--- src/rtl/rggen_axi4lite_bridge_if.sv ---
// AXI4-Lite channel bundle shared by the register-block bridge
// and whatever master drives it.
interface rggen_axi4lite_if #(
  parameter int ADDRESS_WIDTH = 16,
  parameter int DATA_WIDTH    = 32
);
  logic                      awvalid;
  logic                      awready;
  logic [ADDRESS_WIDTH-1:0]  awaddr;
  logic [2:0]                awprot;
  logic                      wvalid;
  logic                      wready;
  logic [DATA_WIDTH-1:0]     wdata;
  logic [DATA_WIDTH/8-1:0]   wstrb;
  logic                      bvalid;
  logic                      bready;
  logic [1:0]                bresp;
  logic                      arvalid;
  logic                      arready;
  logic [ADDRESS_WIDTH-1:0]  araddr;
  logic [2:0]                arprot;
  logic                      rvalid;
  logic                      rready;
  logic [DATA_WIDTH-1:0]     rdata;
  logic [1:0]                rresp;

  modport slave (
    input  awvalid, awaddr, awprot,
    input  wvalid, wdata, wstrb,
    input  bready,
    input  arvalid, araddr, arprot,
    input  rready,
    output awready, wready,
    output bvalid, bresp,
    output arready,
    output rvalid, rdata, rresp
  );

  modport master (
    output awvalid, awaddr, awprot,
    output wvalid, wdata, wstrb,
    output bready,
    output arvalid, araddr, arprot,
    output rready,
    input  awready, wready,
    input  bvalid, bresp,
    input  arready,
    input  rvalid, rdata, rresp
  );
endinterface

--- src/rtl/rggen_axi4lite_bridge.sv ---
// AXI4-Lite slave front end: single-entry AW/W/AR hold buffers,
// arbitration, range decode and a single-outstanding local bus.
module rggen_axi4lite_bridge #(
  parameter int ADDRESS_WIDTH = 16,
  parameter int DATA_WIDTH    = 32,
  parameter logic [ADDRESS_WIDTH-1:0] BASE_ADDRESS = '0,
  parameter int SIZE           = 256,
  parameter int ARBITRATION    = 0,
  parameter int TIMEOUT_CYCLES = 0,
  localparam int LOCAL_AW = $clog2(SIZE),
  localparam int STRB_W   = DATA_WIDTH / 8
) (
  input  logic                clk,
  input  logic                rst_n,
  rggen_axi4lite_if.slave     axi4lite_if,
  output logic                reg_valid,
  output logic                reg_write,
  output logic [LOCAL_AW-1:0] reg_address,
  output logic [DATA_WIDTH-1:0] reg_wdata,
  output logic [STRB_W-1:0]   reg_wstrb,
  input  logic                reg_ready,
  input  logic [DATA_WIDTH-1:0] reg_rdata,
  input  logic                reg_error
);

  localparam int TW = (TIMEOUT_CYCLES > 1) ?
    $clog2(TIMEOUT_CYCLES) : 1;
  localparam logic [TW-1:0] TLAST = TW'(
    (TIMEOUT_CYCLES > 0) ? TIMEOUT_CYCLES - 1 : 0);
  localparam logic [LOCAL_AW-1:0] AMASK =
    ~LOCAL_AW'(STRB_W - 1);

  typedef enum logic [1:0] {
    IDLE,
    ACCESS,
    RESPONSE
  } state_e;

  state_e state_q, state_d;

  logic                     aw_full_q, aw_full_d;
  logic [ADDRESS_WIDTH-1:0] aw_addr_q, aw_addr_d;
  logic                     w_full_q, w_full_d;
  logic [DATA_WIDTH-1:0]    w_data_q, w_data_d;
  logic [STRB_W-1:0]        w_strb_q, w_strb_d;
  logic                     ar_full_q, ar_full_d;
  logic [ADDRESS_WIDTH-1:0] ar_addr_q, ar_addr_d;

  logic awready_q, wready_q, arready_q;

  logic                  write_q, write_d;
  logic [LOCAL_AW-1:0]   addr_q, addr_d;
  logic [1:0]            resp_q, resp_d;
  logic [DATA_WIDTH-1:0] rdata_q, rdata_d;
  logic                  rr_q, rr_d;
  logic [TW-1:0]         timer_q, timer_d;

  logic                     wr_cand;
  logic                     rd_cand;
  logic                     grant_wr;
  logic [ADDRESS_WIDTH-1:0] gaddr;
  logic                     hit;
  logic                     b_hs;
  logic                     r_hs;
  logic                     unused_prot;

  assign unused_prot = ^{axi4lite_if.awprot,
                         axi4lite_if.arprot};

  assign wr_cand = aw_full_q && w_full_q;
  assign rd_cand = ar_full_q;

  // rr_q set means the read side owns priority next time
  always_comb begin
    grant_wr = wr_cand;
    if (ARBITRATION == 1) begin
      grant_wr = wr_cand && !rd_cand;
    end else if (ARBITRATION == 2) begin
      grant_wr = wr_cand && (!rd_cand || !rr_q);
    end
  end

  assign gaddr = grant_wr ? aw_addr_q : ar_addr_q;
  assign hit   = (gaddr >> LOCAL_AW) ==
                 (BASE_ADDRESS >> LOCAL_AW);

  assign b_hs = (state_q == RESPONSE) && write_q &&
                axi4lite_if.bready;
  assign r_hs = (state_q == RESPONSE) && !write_q &&
                axi4lite_if.rready;

  always_comb begin
    aw_full_d = aw_full_q;
    aw_addr_d = aw_addr_q;
    w_full_d  = w_full_q;
    w_data_d  = w_data_q;
    w_strb_d  = w_strb_q;
    ar_full_d = ar_full_q;
    ar_addr_d = ar_addr_q;
    if (b_hs) begin
      aw_full_d = 1'b0;
      w_full_d  = 1'b0;
    end
    if (r_hs) begin
      ar_full_d = 1'b0;
    end
    if (axi4lite_if.awvalid && awready_q) begin
      aw_full_d = 1'b1;
      aw_addr_d = axi4lite_if.awaddr;
    end
    if (axi4lite_if.wvalid && wready_q) begin
      w_full_d = 1'b1;
      w_data_d = axi4lite_if.wdata;
      w_strb_d = axi4lite_if.wstrb;
    end
    if (axi4lite_if.arvalid && arready_q) begin
      ar_full_d = 1'b1;
      ar_addr_d = axi4lite_if.araddr;
    end
  end

  always_comb begin
    state_d = state_q;
    write_d = write_q;
    addr_d  = addr_q;
    resp_d  = resp_q;
    rdata_d = rdata_q;
    rr_d    = rr_q;
    timer_d = timer_q;
    unique case (state_q)
      IDLE: begin
        if (wr_cand || rd_cand) begin
          write_d = grant_wr;
          addr_d  = gaddr[LOCAL_AW-1:0] & AMASK;
          rr_d    = grant_wr;
          timer_d = '0;
          if (hit) begin
            state_d = ACCESS;
          end else begin
            state_d = RESPONSE;
            resp_d  = 2'b11;
            rdata_d = '0;
          end
        end
      end
      ACCESS: begin
        if (reg_ready) begin
          state_d = RESPONSE;
          resp_d  = reg_error ? 2'b10 : 2'b00;
          rdata_d = write_q ? '0 : reg_rdata;
        end else if ((TIMEOUT_CYCLES > 0) &&
                     (timer_q == TLAST)) begin
          state_d = RESPONSE;
          resp_d  = 2'b10;
          rdata_d = '0;
        end else if (TIMEOUT_CYCLES > 0) begin
          timer_d = timer_q + 1'b1;
        end
      end
      RESPONSE: begin
        if (b_hs || r_hs) begin
          state_d = IDLE;
        end
      end
      default: begin
        state_d = IDLE;
      end
    endcase
  end

  always_ff @(posedge clk or negedge rst_n) begin
    if (!rst_n) begin
      state_q   <= IDLE;
      aw_full_q <= 1'b0;
      aw_addr_q <= '0;
      w_full_q  <= 1'b0;
      w_data_q  <= '0;
      w_strb_q  <= '0;
      ar_full_q <= 1'b0;
      ar_addr_q <= '0;
      awready_q <= 1'b0;
      wready_q  <= 1'b0;
      arready_q <= 1'b0;
      write_q   <= 1'b0;
      addr_q    <= '0;
      resp_q    <= 2'b00;
      rdata_q   <= '0;
      rr_q      <= 1'b0;
      timer_q   <= '0;
    end else begin
      state_q   <= state_d;
      aw_full_q <= aw_full_d;
      aw_addr_q <= aw_addr_d;
      w_full_q  <= w_full_d;
      w_data_q  <= w_data_d;
      w_strb_q  <= w_strb_d;
      ar_full_q <= ar_full_d;
      ar_addr_q <= ar_addr_d;
      awready_q <= !aw_full_d;
      wready_q  <= !w_full_d;
      arready_q <= !ar_full_d;
      write_q   <= write_d;
      addr_q    <= addr_d;
      resp_q    <= resp_d;
      rdata_q   <= rdata_d;
      rr_q      <= rr_d;
      timer_q   <= timer_d;
    end
  end

  assign reg_valid   = (state_q == ACCESS);
  assign reg_write   = write_q;
  assign reg_address = addr_q;
  assign reg_wdata   = write_q ? w_data_q : '0;
  assign reg_wstrb   = write_q ? w_strb_q : '0;

  assign axi4lite_if.awready = awready_q;
  assign axi4lite_if.wready  = wready_q;
  assign axi4lite_if.arready = arready_q;
  assign axi4lite_if.bvalid  = (state_q == RESPONSE) && write_q;
  assign axi4lite_if.bresp   = resp_q;
  assign axi4lite_if.rvalid  = (state_q == RESPONSE) && !write_q;
  assign axi4lite_if.rresp   = resp_q;
  assign axi4lite_if.rdata   = rdata_q;

endmodule

--- src/flat_wrapper.sv ---
// flat-port wrapper written by rule: the top's interface ports become plain ports
module rggen_axi4lite_bridge_flat 
#(
  parameter int ADDRESS_WIDTH = 16,
  parameter int DATA_WIDTH    = 32,
  parameter logic [ADDRESS_WIDTH-1:0] BASE_ADDRESS = '0,
  parameter int SIZE           = 256,
  parameter int ARBITRATION    = 0,
  parameter int TIMEOUT_CYCLES = 0,
  localparam int LOCAL_AW = $clog2(SIZE),
  localparam int STRB_W   = DATA_WIDTH / 8
)
  (clk, rst_n, reg_valid, reg_write, reg_address, reg_wdata, reg_wstrb, reg_ready, reg_rdata, reg_error, axi4lite_if_awvalid, axi4lite_if_awaddr, axi4lite_if_awprot, axi4lite_if_wvalid, axi4lite_if_wdata, axi4lite_if_wstrb, axi4lite_if_bready, axi4lite_if_arvalid, axi4lite_if_araddr, axi4lite_if_arprot, axi4lite_if_rready, axi4lite_if_awready, axi4lite_if_wready, axi4lite_if_bvalid, axi4lite_if_bresp, axi4lite_if_arready, axi4lite_if_rvalid, axi4lite_if_rdata, axi4lite_if_rresp);
  rggen_axi4lite_if #(.ADDRESS_WIDTH(ADDRESS_WIDTH), .DATA_WIDTH(DATA_WIDTH)) axi4lite_if_i ();
  input  logic clk;
  input  logic rst_n;
  output logic reg_valid;
  output logic reg_write;
  output logic [LOCAL_AW-1:0] reg_address;
  output logic [DATA_WIDTH-1:0] reg_wdata;
  output logic [STRB_W-1:0] reg_wstrb;
  input  logic reg_ready;
  input  logic [DATA_WIDTH-1:0] reg_rdata;
  input  logic reg_error;
  input wire logic [$bits(axi4lite_if_i.awvalid)-1:0] axi4lite_if_awvalid;
  input wire logic [$bits(axi4lite_if_i.awaddr)-1:0] axi4lite_if_awaddr;
  input wire logic [$bits(axi4lite_if_i.awprot)-1:0] axi4lite_if_awprot;
  input wire logic [$bits(axi4lite_if_i.wvalid)-1:0] axi4lite_if_wvalid;
  input wire logic [$bits(axi4lite_if_i.wdata)-1:0] axi4lite_if_wdata;
  input wire logic [$bits(axi4lite_if_i.wstrb)-1:0] axi4lite_if_wstrb;
  input wire logic [$bits(axi4lite_if_i.bready)-1:0] axi4lite_if_bready;
  input wire logic [$bits(axi4lite_if_i.arvalid)-1:0] axi4lite_if_arvalid;
  input wire logic [$bits(axi4lite_if_i.araddr)-1:0] axi4lite_if_araddr;
  input wire logic [$bits(axi4lite_if_i.arprot)-1:0] axi4lite_if_arprot;
  input wire logic [$bits(axi4lite_if_i.rready)-1:0] axi4lite_if_rready;
  output wire logic [$bits(axi4lite_if_i.awready)-1:0] axi4lite_if_awready;
  output wire logic [$bits(axi4lite_if_i.wready)-1:0] axi4lite_if_wready;
  output wire logic [$bits(axi4lite_if_i.bvalid)-1:0] axi4lite_if_bvalid;
  output wire logic [$bits(axi4lite_if_i.bresp)-1:0] axi4lite_if_bresp;
  output wire logic [$bits(axi4lite_if_i.arready)-1:0] axi4lite_if_arready;
  output wire logic [$bits(axi4lite_if_i.rvalid)-1:0] axi4lite_if_rvalid;
  output wire logic [$bits(axi4lite_if_i.rdata)-1:0] axi4lite_if_rdata;
  output wire logic [$bits(axi4lite_if_i.rresp)-1:0] axi4lite_if_rresp;
  assign axi4lite_if_i.awvalid = axi4lite_if_awvalid;
  assign axi4lite_if_i.awaddr = axi4lite_if_awaddr;
  assign axi4lite_if_i.awprot = axi4lite_if_awprot;
  assign axi4lite_if_i.wvalid = axi4lite_if_wvalid;
  assign axi4lite_if_i.wdata = axi4lite_if_wdata;
  assign axi4lite_if_i.wstrb = axi4lite_if_wstrb;
  assign axi4lite_if_i.bready = axi4lite_if_bready;
  assign axi4lite_if_i.arvalid = axi4lite_if_arvalid;
  assign axi4lite_if_i.araddr = axi4lite_if_araddr;
  assign axi4lite_if_i.arprot = axi4lite_if_arprot;
  assign axi4lite_if_i.rready = axi4lite_if_rready;
  assign axi4lite_if_awready = axi4lite_if_i.awready;
  assign axi4lite_if_wready = axi4lite_if_i.wready;
  assign axi4lite_if_bvalid = axi4lite_if_i.bvalid;
  assign axi4lite_if_bresp = axi4lite_if_i.bresp;
  assign axi4lite_if_arready = axi4lite_if_i.arready;
  assign axi4lite_if_rvalid = axi4lite_if_i.rvalid;
  assign axi4lite_if_rdata = axi4lite_if_i.rdata;
  assign axi4lite_if_rresp = axi4lite_if_i.rresp;
  rggen_axi4lite_bridge #(.ADDRESS_WIDTH(ADDRESS_WIDTH), .DATA_WIDTH(DATA_WIDTH), .BASE_ADDRESS(BASE_ADDRESS), .SIZE(SIZE), .ARBITRATION(ARBITRATION), .TIMEOUT_CYCLES(TIMEOUT_CYCLES)) u_core (.clk(clk), .rst_n(rst_n), .axi4lite_if(axi4lite_if_i), .reg_valid(reg_valid), .reg_write(reg_write), .reg_address(reg_address), .reg_wdata(reg_wdata), .reg_wstrb(reg_wstrb), .reg_ready(reg_ready), .reg_rdata(reg_rdata), .reg_error(reg_error));
endmodule
--- config.mk ---
export PLATFORM = sky130hd
export DESIGN_NAME = rggen_axi4lite_bridge_flat
export DESIGN_NICKNAME = d
export VERILOG_FILES = /design/src/rtl/rggen_axi4lite_bridge_if.sv /design/src/rtl/rggen_axi4lite_bridge.sv /design/src/flat_wrapper.sv
export SDC_FILE = /design/constraint.sdc
export NUM_CORES = 1
export LEC_CHECK = 0
export CORE_MARGIN = 8
export CORE_UTILIZATION = 43
export CTS_CLUSTER_SIZE = 8
export DETAILED_ROUTE_END_ITERATION = 7
export GPL_TIMING_DRIVEN = 0
export PLACE_DENSITY = 0.81
export SLEW_MARGIN = 20
export SYNTH_ARGS = -nofsm -noshare
export SYNTH_HDL_FRONTEND = slang
export SYNTH_SLANG_ARGS = --single-unit
--- constraint.sdc ---
create_clock -name clk -period 2 [get_ports clk]
set_clock_uncertainty 0.1 [all_clocks]
set_input_delay 0.4 -clock clk [delete_from_list [all_inputs] [get_ports clk]]
set_output_delay 0.4 -clock clk [all_outputs]
set_load 0.1 [all_outputs]
==> summary.txt, run 1 <==
Status
  • Status: finished with violations
  • Failing checks: setup timing

GRT
  • Antenna violations before repair: 0
  • First-pass GRT wire length: between 20 and 25 mm
  • Largest net degree at the start of global routing: 61
  • Total track usage: approximately a fifth
  • Vias in the first global route: 4202
  • Grt ovf: 0

Critical path
  • CP startpoint kind: flop
  • CP max FO: 6
  • Worst Path Required: 1.50 ns
  • Crit path kind: reg2out
  • Setup crit end kind: output port
  • R2R depth: 6
  • Worst Path Arrival: between 1.5 and 2 ns
  • Reg-to-reg endpoint: u_core.axi4lite_if.rdata[28]$_DFFE_PN0P_
  • Reg-to-Reg Start: u_core.ar_addr_q[12]$_DFFE_PN0P_
  • R2R Setup Slk: -0.06 ns

Synthesis
  • Count of cell types in the netlist: 30
  • Adder-cell share of the synthesized area: 0%
  • Synthesized area per cell: between 10 and 15 sq um
  • Yosys warns: 0
  • Synth Area in XOR/XNOR: 0%
  • Simple-Gate Fraction of Synth Area: between 10% and 20%
  • Mapped Cells: 370
  • Post-synthesis sequential area ratio: about three fifths
  • Post-Syn Area: 4732 sq um
  • Multiplexer share of the synthesized area: ~15%
  • Largest family of logic cells by synthesized area: multiplexers
  • #FFs+latches synth: 113
  • Compound-cell area share of the yosys netlist: approximately 8%

Power and ir drop
  • Comb pwr share: between 50 and 60%
  • Sw Ratio: between 40% and 50%
  • Peak VDD IR: about 1.7 mV
  • Clk pwr share: between 10% and 20%
  • Leakage: ~4.1 nW
  • P_sw: between 0.006 and 0.007 W
  • Sequential Power Share: about 23%
  • Tot Pwr: between 0.015 and 0.02 W
  • Cell Int Power: about 0.0088 W
  • PD cells: about 1900 nW/um^2

Timing
  • Final WS setup: -0.1158 ns
  • Slew margin rel.: 61.17%
  • Max-slew violation count: 0
  • Worst-margin pin slew: between 0.5 and 0.6 ns
  • Final Setup Violations: 58
  • RSZ-0062 raised after global routing: yes
  • Min Tclk post-route: between 2 and 2.5 ns
  • Fin. Hold Viols: 0
  • WHS: about 0.33 ns
  • FMAX: approximately 470 MHz
  • Final Cycle Share: 105.8%

Drt
  • Initial detailed-routing violation count: roughly 170
  • Drt total wl: 14.48 mm
  • Residual DRC: 0
  • Drt wl/cell: between 15 and 20 um
  • DRT Pass-1 Iters: 4
  • DR vias/cell: between 5 and 6
  • Vias: around 3.8k
  • Antenna Nets Post-Route: 0

CTS
  • H-tree depth: 4
  • Worst-Skew Late Latency: 0.51 ns
  • CTS Sinks: 113
  • Clock transition at path regs: ~0.050 ns
  • Clock buffer count from CTS: 17
  • Root Buffer: clkbuf_8
  • CTS tree: built
  • CTS Buffer Depth: 2

Floorplanning
  • Die X: approximately 120 um
  • Core outline area: around 11000 sq um
  • Num ports: approximately 200
  • Initial Utilization: a little over two fifths
  • Die height: 120.9 um
  • Overall die area: ~15000 sq um
  • # rows: 38

Final layout
  • Diode count: 0
  • Design Area, Final: 8341 sq um
  • Area grow syn2layout: 76.26%
  • Fin nets: 720
  • Final non-filler cell total: about 760
  • Layout cells sized above 1: approximately 45%

Placed design
  • Buffers added on ports: 189
  • Global placer's final weighted congestion: approximately 0.76
  • Placed cells: about 700
  • Hpwl dp: slightly above 10 mm
  • Placed Area: around 7000 sq um

Min path
  • HP Class: in2async

Run
  • Maxcap violations: 0
==> worst max-delay path by stage <==
| stage | from | slack [ns] | cells after the start | to |
|---|---|---|---|---|
| after floorplan | u_core.reg_write$_DFFE_PN0P_ | -0.04 | 1 | axi4lite_if_rvalid |
| after global placement | rst_n | -4.51 | 1 | u_core.reg_write$_DFFE_PN0P_ |
| after detailed placement | u_core.reg_write$_DFFE_PN0P_ | -0.94 | 4 | reg_wdata[15] |
| after CTS | u_core.reg_write$_DFFE_PN0P_ | -0.20 | 4 | reg_wdata[12] |
| after global routing | u_core.reg_write$_DFFE_PN0P_ | -0.17 | 4 | reg_wdata[30] |
| final | u_core.reg_write$_DFFE_PN0P_ | -0.12 | 4 | reg_wdata[30] |
==> area by class of cell <==
type / count / area, sq um
sequential: 113 / 2838
timing repair buffer: 215 / 2635
fill: 671 / 2452
multi-input combinational: 230 / 1914
clock buffer: 23 / 496.7
buffer: 24 / 209.0
tap: 140 / 175.2
clock inverter: 6 / 55.05
inverter: 4 / 17.52
==> layer usage <==
| layer | vias up | share of wire, % | GRT usage (%) |
|---|---|---|---|
| li1 | 1754 | - | - |
| met1 | 1946 | 37 | 21.26 |
| met2 | 127 | 55 | 35.72 |
| met3 | 20 | 6.0 | 6.235 |
| met4 | 0 | 2.0 | 7.650 |
| met5 | - | 0 | 0 |
==> cell families after synthesis <==
| kind of cell | Yosys count |
|---|---|
| buffers and inverters | 28 |
| DFF | 113 |
| muxes | 65 |
| AOI/OAI and AO/OA | 51 |
| other | 1 |
| and+or+nand+nor | 112 |
==> per-stage QoR <==
stage / setup slack (ns) / utilization (%) / setup TNS [ns]
floorplan: -0.04009 / - / -0.08490
global placement: -4.510 / 63.77 / -481.90
detailed placement: -0.9450 / 64.04 / -56.74
CTS: -0.1954 / 75.37 / -4.978
global route: -0.1742 / 77.28 / -8.974
finish: -0.1158 / 77.28 / -4.367
==> flip-flops by register name, indices dropped and copies added, names as in the netlist <==
| signal | count |
|---|---|
| u_core.ar_addr_q | 14 |
| u_core.ar_full_q | 1 |
| u_core.aw_addr_q | 14 |
| u_core.aw_full_q | 1 |
| u_core.axi4lite_if.arready | 1 |
| u_core.axi4lite_if.awready | 1 |
| u_core.axi4lite_if.bresp | 2 |
| u_core.axi4lite_if.rdata | 32 |
| u_core.axi4lite_if.wready | 1 |
| u_core.reg_address | 6 |
| u_core.reg_write | 1 |
| u_core.state_q | 2 |
| u_core.w_data_q | 32 |
| u_core.w_full_q | 1 |
| u_core.w_strb_q | 4 |
==> cell usage in the layout, fill, tap and decap left out, types with 6 or more instances in the layout <==
| cell type | Yosys | layout |
|---|---|---|
| buf_4 | 4 | 16 |
| clkbuf_16 | 0 | 19 |
| nand2_1 | 15 | 14 |
| and3_1 | 32 | 32 |
| mux2_2 | 64 | 64 |
| and2_4 | 0 | 37 |
| buf_8 | 0 | 11 |
| clkbuf_2 | 0 | 7 |
| a21o_1 | 32 | 32 |
| buf_6 | 4 | 7 |
| buf_12 | 0 | 40 |
| nor2_1 | 10 | 10 |
| clkdlybuf4s15_2 | 0 | 39 |
| o22ai_1 | 7 | 7 |
| dfrtp_1 | 113 | 107 |
| a21oi_1 | 6 | 6 |
| clkdlybuf4s50_1 | 0 | 103 |
| clkbuf_8 | 0 | 7 |
==> critical path, stage by stage, from the launching register on <==
cell and delay [ns]:
dfrtp_4 0.53, buf_8 0.16, buf_4 0.13, and2_4 0.13, buf_12 0.16
==> power groups by stage <==
| stage | logic (W) | clock network [W] | registers (W) |
|---|---|---|---|
| 3_3_place_gp | 0.00718 | 0 | 0.00355 |
| 4_1_cts | 0.00890 | 0.00282 | 0.00362 |
| 6_report | 0.00938 | 0.00276 | 0.00365 |
| 5_1_grt | 0.00975 | 0.00293 | 0.00374 |
| 2_1_floorplan | 0.00490 | 0 | 0.00420 |
| 3_5_place_dp | 0.00731 | 0 | 0.00362 |
==> Yosys cell counts (all sizes together) <==
| cell type | instances | area, sq um |
|---|---|---|
| nand2 | 16 | 62.56 |
| or2 | 1 | 6.260 |
| and2b | 1 | 7.510 |
| or4 | 4 | 30.03 |
| nor2 | 10 | 37.54 |
| or2b | 1 | 7.510 |
| o31ai | 1 | 7.510 |
| o22ai | 7 | 43.79 |
| nor3b | 2 | 15.01 |
| nand3 | 1 | 5.000 |
| buf | 8 | 75.07 |
| conb | 1 | 3.750 |
| a21oi | 7 | 38.79 |
| mux2i | 1 | 10.01 |
| and2 | 41 | 256.5 |
| o21ai | 1 | 5.000 |
| dfrtp | 113 | 2828 |
| clkbuf | 16 | 60.06 |
| a22oi | 1 | 12.51 |
| mux2 | 64 | 720.7 |
| nor4 | 2 | 12.51 |
| and3 | 32 | 200.2 |
| inv | 4 | 15.01 |
| a21o | 32 | 240.2 |
| a221oi | 1 | 15.01 |
| o21a | 1 | 7.510 |
| or3b | 1 | 8.760 |
==> what timing repair did <==
item / 4_1_cts / 5_1_grt
cloned: 4 / 4
endpoints found under the setup margin: 128 / 87
pin swaps: 6 / 35
hold endpoints to repair: 53 / 0
buffers inserted: 10 / 6
hold buffers: 1 / 0
gates resized for setup: 548 / 41
Note: power is estimated with default switching activity, not from simulation.
==> run 2: changes to the inputs <==
--- a/config.mk
+++ b/config.mk
@@ -5,6 +5,7 @@
 export SDC_FILE = /design/constraint.sdc
 export NUM_CORES = 1
 export LEC_CHECK = 0
+export CORE_ASPECT_RATIO = 0.7
 export CORE_MARGIN = 8
 export CORE_UTILIZATION = 43
 export CTS_CLUSTER_SIZE = 8
==> run 2 against run 1 <==
  * First-iteration DRC count fell by 2.9%
  * Worst hold slack got worse by 0.13 ns
  * Non-clock buffer count fell by 12
  * Largest cell class is now registers
  * The flow still finishes with violations (setup timing)
  * Total power fell by 4.5%
  * Critical endpoint is now reg_wdata[18]
  * Sequential share of layout area rose by 1.1 points
  * Combinational power fell by 8.6%
  * Clock-buffer cell count fell by 5
  * Die area rose by 0.37%
  * Wire length rose by 1.0%
==> summary.txt, run 2 (synthesis gave the netlist of run 1 again) <==
Status
  • Status: finished with violations
  • Failing checks: setup timing

GRT
  • Total track usage: a little under a fifth
  • First-pass GRT wire length: ~22 mm
  • Grt ovf: 0
  • Largest net degree at the start of global routing: 64
  • Antenna violations before repair: 0
  • Vias in the first global route: around 4k

Final layout
  • Multi-input gate area: ~1900 sq um
  • Commonest non-fill, non-tap cell in the layout: dfrtp_1
  • Layout cells sized above 1: 44.06%
  • Diode count: 0
  • Design Area, Final: ~8100 sq um
  • Area grow syn2layout: 70.47%
  • Fin nets: about 710
  • Filler Cell Count: about 700
  • Register Area: 2836 sq um
  • Most frequent cells in the layout: 108 x dfrtp_1, 102 x clkdlybuf4s50_1, 64 x mux2_2, 44 x clkdlybuf4s15_2

Drt
  • Initial detailed-routing violation count: roughly 170
  • Antenna Nets Post-Route: 0
  • DR vias/cell: between 4 and 5
  • Drt wl/cell: between 15 and 20 um
  • Residual DRC: 0
  • DRT Pass-1 Iters: 4
  • Vias: 3747
  • Drt total wl: between 10 and 15 mm

Min path
  • WHS Endpoint: u_core.axi4lite_if.bresp[0]$_DFFE_PN0P_
  • Min-delay src: reg_ready
  • Hold depth: 2
  • HP Class: in2reg

Placed design
  • Post-placement setup slack: -0.9074 ns
  • Global placer's final weighted congestion: 0.7929
  • Placed Area: slightly below 7000 sq um
  • Hpwl dp: a little over 10 mm
  • Buffers added on ports: around 190

Timing
  • RSZ-0062 raised after global routing: yes
  • Min Tclk post-route: between 2 and 2.5 ns
  • Final Cycle Share: 101.6%
  • Slew margin rel.: 61.62%
  • Worst-margin pin slew: between 0.5 and 0.6 ns
  • Fin. Hold Viols: 0
  • Final WS setup: -0.03240 ns
  • WHS: slightly below 0.2 ns
  • Final Setup Violations: 10
  • FMAX: just under 500 MHz
  • Max-slew violation count: 0

Floorplanning
  • Num ports: a little over 200
  • Overall die area: approximately 15000 sq um
  • # rows: 32
  • Die height: 103.8 um
  • Initial Utilization: between 40 and 50%
  • Core outline area: between 10000 and 15000 sq um
  • Die X: between 100 and 150 um

Critical path
  • Crit path kind: reg2out
  • Reg-to-Reg Start: u_core.ar_addr_q[8]$_DFFE_PN0P_
  • CP max FO: 6
  • Worst Path Required: approximately 1.5 ns
  • R2R Setup Slk: 0.02 ns
  • Setup crit end kind: output port
  • R2R depth: 6
  • CP startpoint kind: flop
  • Reg-to-reg endpoint: u_core.axi4lite_if.bresp[0]$_DFFE_PN0P_
  • Worst Path Arrival: ~1.5 ns

Power and ir drop
  • PD cells: 1870 nW/um^2
  • Tot Pwr: 0.01508 W
  • Peak VDD IR: between 1.5 and 2 mV
  • Leakage: ~3.9 nW

CTS
  • CTS tree: built
  • H-tree depth: 4
  • Clock buffer count from CTS: 17
  • Root Buffer: clkbuf_16
  • Clock transition at path regs: 0.05 ns
  • CTS Buffer Depth: 2
  • Worst-Skew Late Latency: around 0.4 ns
  • CTS Sinks: about 110

Run
  • Maxcap violations: 0
[run 2: cell count changes in the layout (fill, tap and decap cells not counted), moves of 4 or more]
cell	previous run	this run
and2_2	0	25
and2_4	37	12
buf_12	40	14
buf_4	16	11
buf_6	7	18
clkbuf_1	5	9
clkbuf_8	7	1
clkdlybuf4s15_2	39	44
clkinvlp_4	0	5
[run 2: repair_timing]
item	in CTS	in global routing
resized for setup	450	44
cloned	0	6
hold endpoints to repair	50	0
pin swaps	1	24
setup endpoints to repair	128	79
buffers inserted	2	4
hold buffers	1	0
[run 2: worst max-delay path by stage]
stage                                       from  cells past startpoint  slack [ns]                           end
floorplan           u_core.reg_write$_DFFE_PN0P_                      1       -0.04            axi4lite_if_rvalid
global placement                           rst_n                      1       -4.57  u_core.reg_write$_DFFE_PN0P_
detailed placement  u_core.reg_write$_DFFE_PN0P_                      4       -0.91                 reg_wdata[18]
CTS                 u_core.reg_write$_DFFE_PN0P_                      4       -0.09                 reg_wdata[16]
global route        u_core.reg_write$_DFFE_PN0P_                      4       -0.08                 reg_wdata[18]
finish              u_core.reg_write$_DFFE_PN0P_                      4       -0.03                 reg_wdata[18]
[run 2: per-layer routing]
metal / wire length [um] / part of all wire (%) / track usage, % / vias up
met1: 6305 / 43 / 23.26 / 1871
met2: 7248 / 50 / 31.31 / 135
met4: 188 / 1.3 / 5.500 / 0
met5: 0 / 0 / 0 / -
met3: 885 / 6.1 / 5.869 / 18
li1: - / - / - / 1723
[run 2: where the power goes]
group	switching (W)	total [W]	internal, W
Clock	0.00107	0.00289	0.00182
Sequential	0.000505	0.00362	0.00312
Combinational	0.00539	0.00857	0.00318
Total	0.00696	0.0151	0.00812
[run 2: cell type report]
class | instances | area share, %
repair buffers | 203 | 29.07
plain buffers | 24 | 2.559
well taps | 153 | 2.373
clock inverters | 14 | 1.737
clock buffers | 18 | 5.320
inverters | 4 | 0.2172
flip-flops and latches | 113 | 35.16
multi-input cells | 230 | 23.56
[run 2: critical path, stage by stage (launching register included)]
cell       delay, ns
dfrtp_4         0.53
buf_8           0.16
clkbuf_16       0.15
and2_4          0.14
buf_12          0.16
[run 2: through the flow]
step | TNS, ns | util [%] | std cells
after floorplan | -0.08490 | - | 371
after global placement | -485.97 | 63.58 | 713
after detailed placement | -57.98 | 63.85 | 714
after global routing | -1.405 | 74.34 | 759
after CTS | -0.6960 | 71.73 | 749
final | -0.1503 | 74.34 | 759
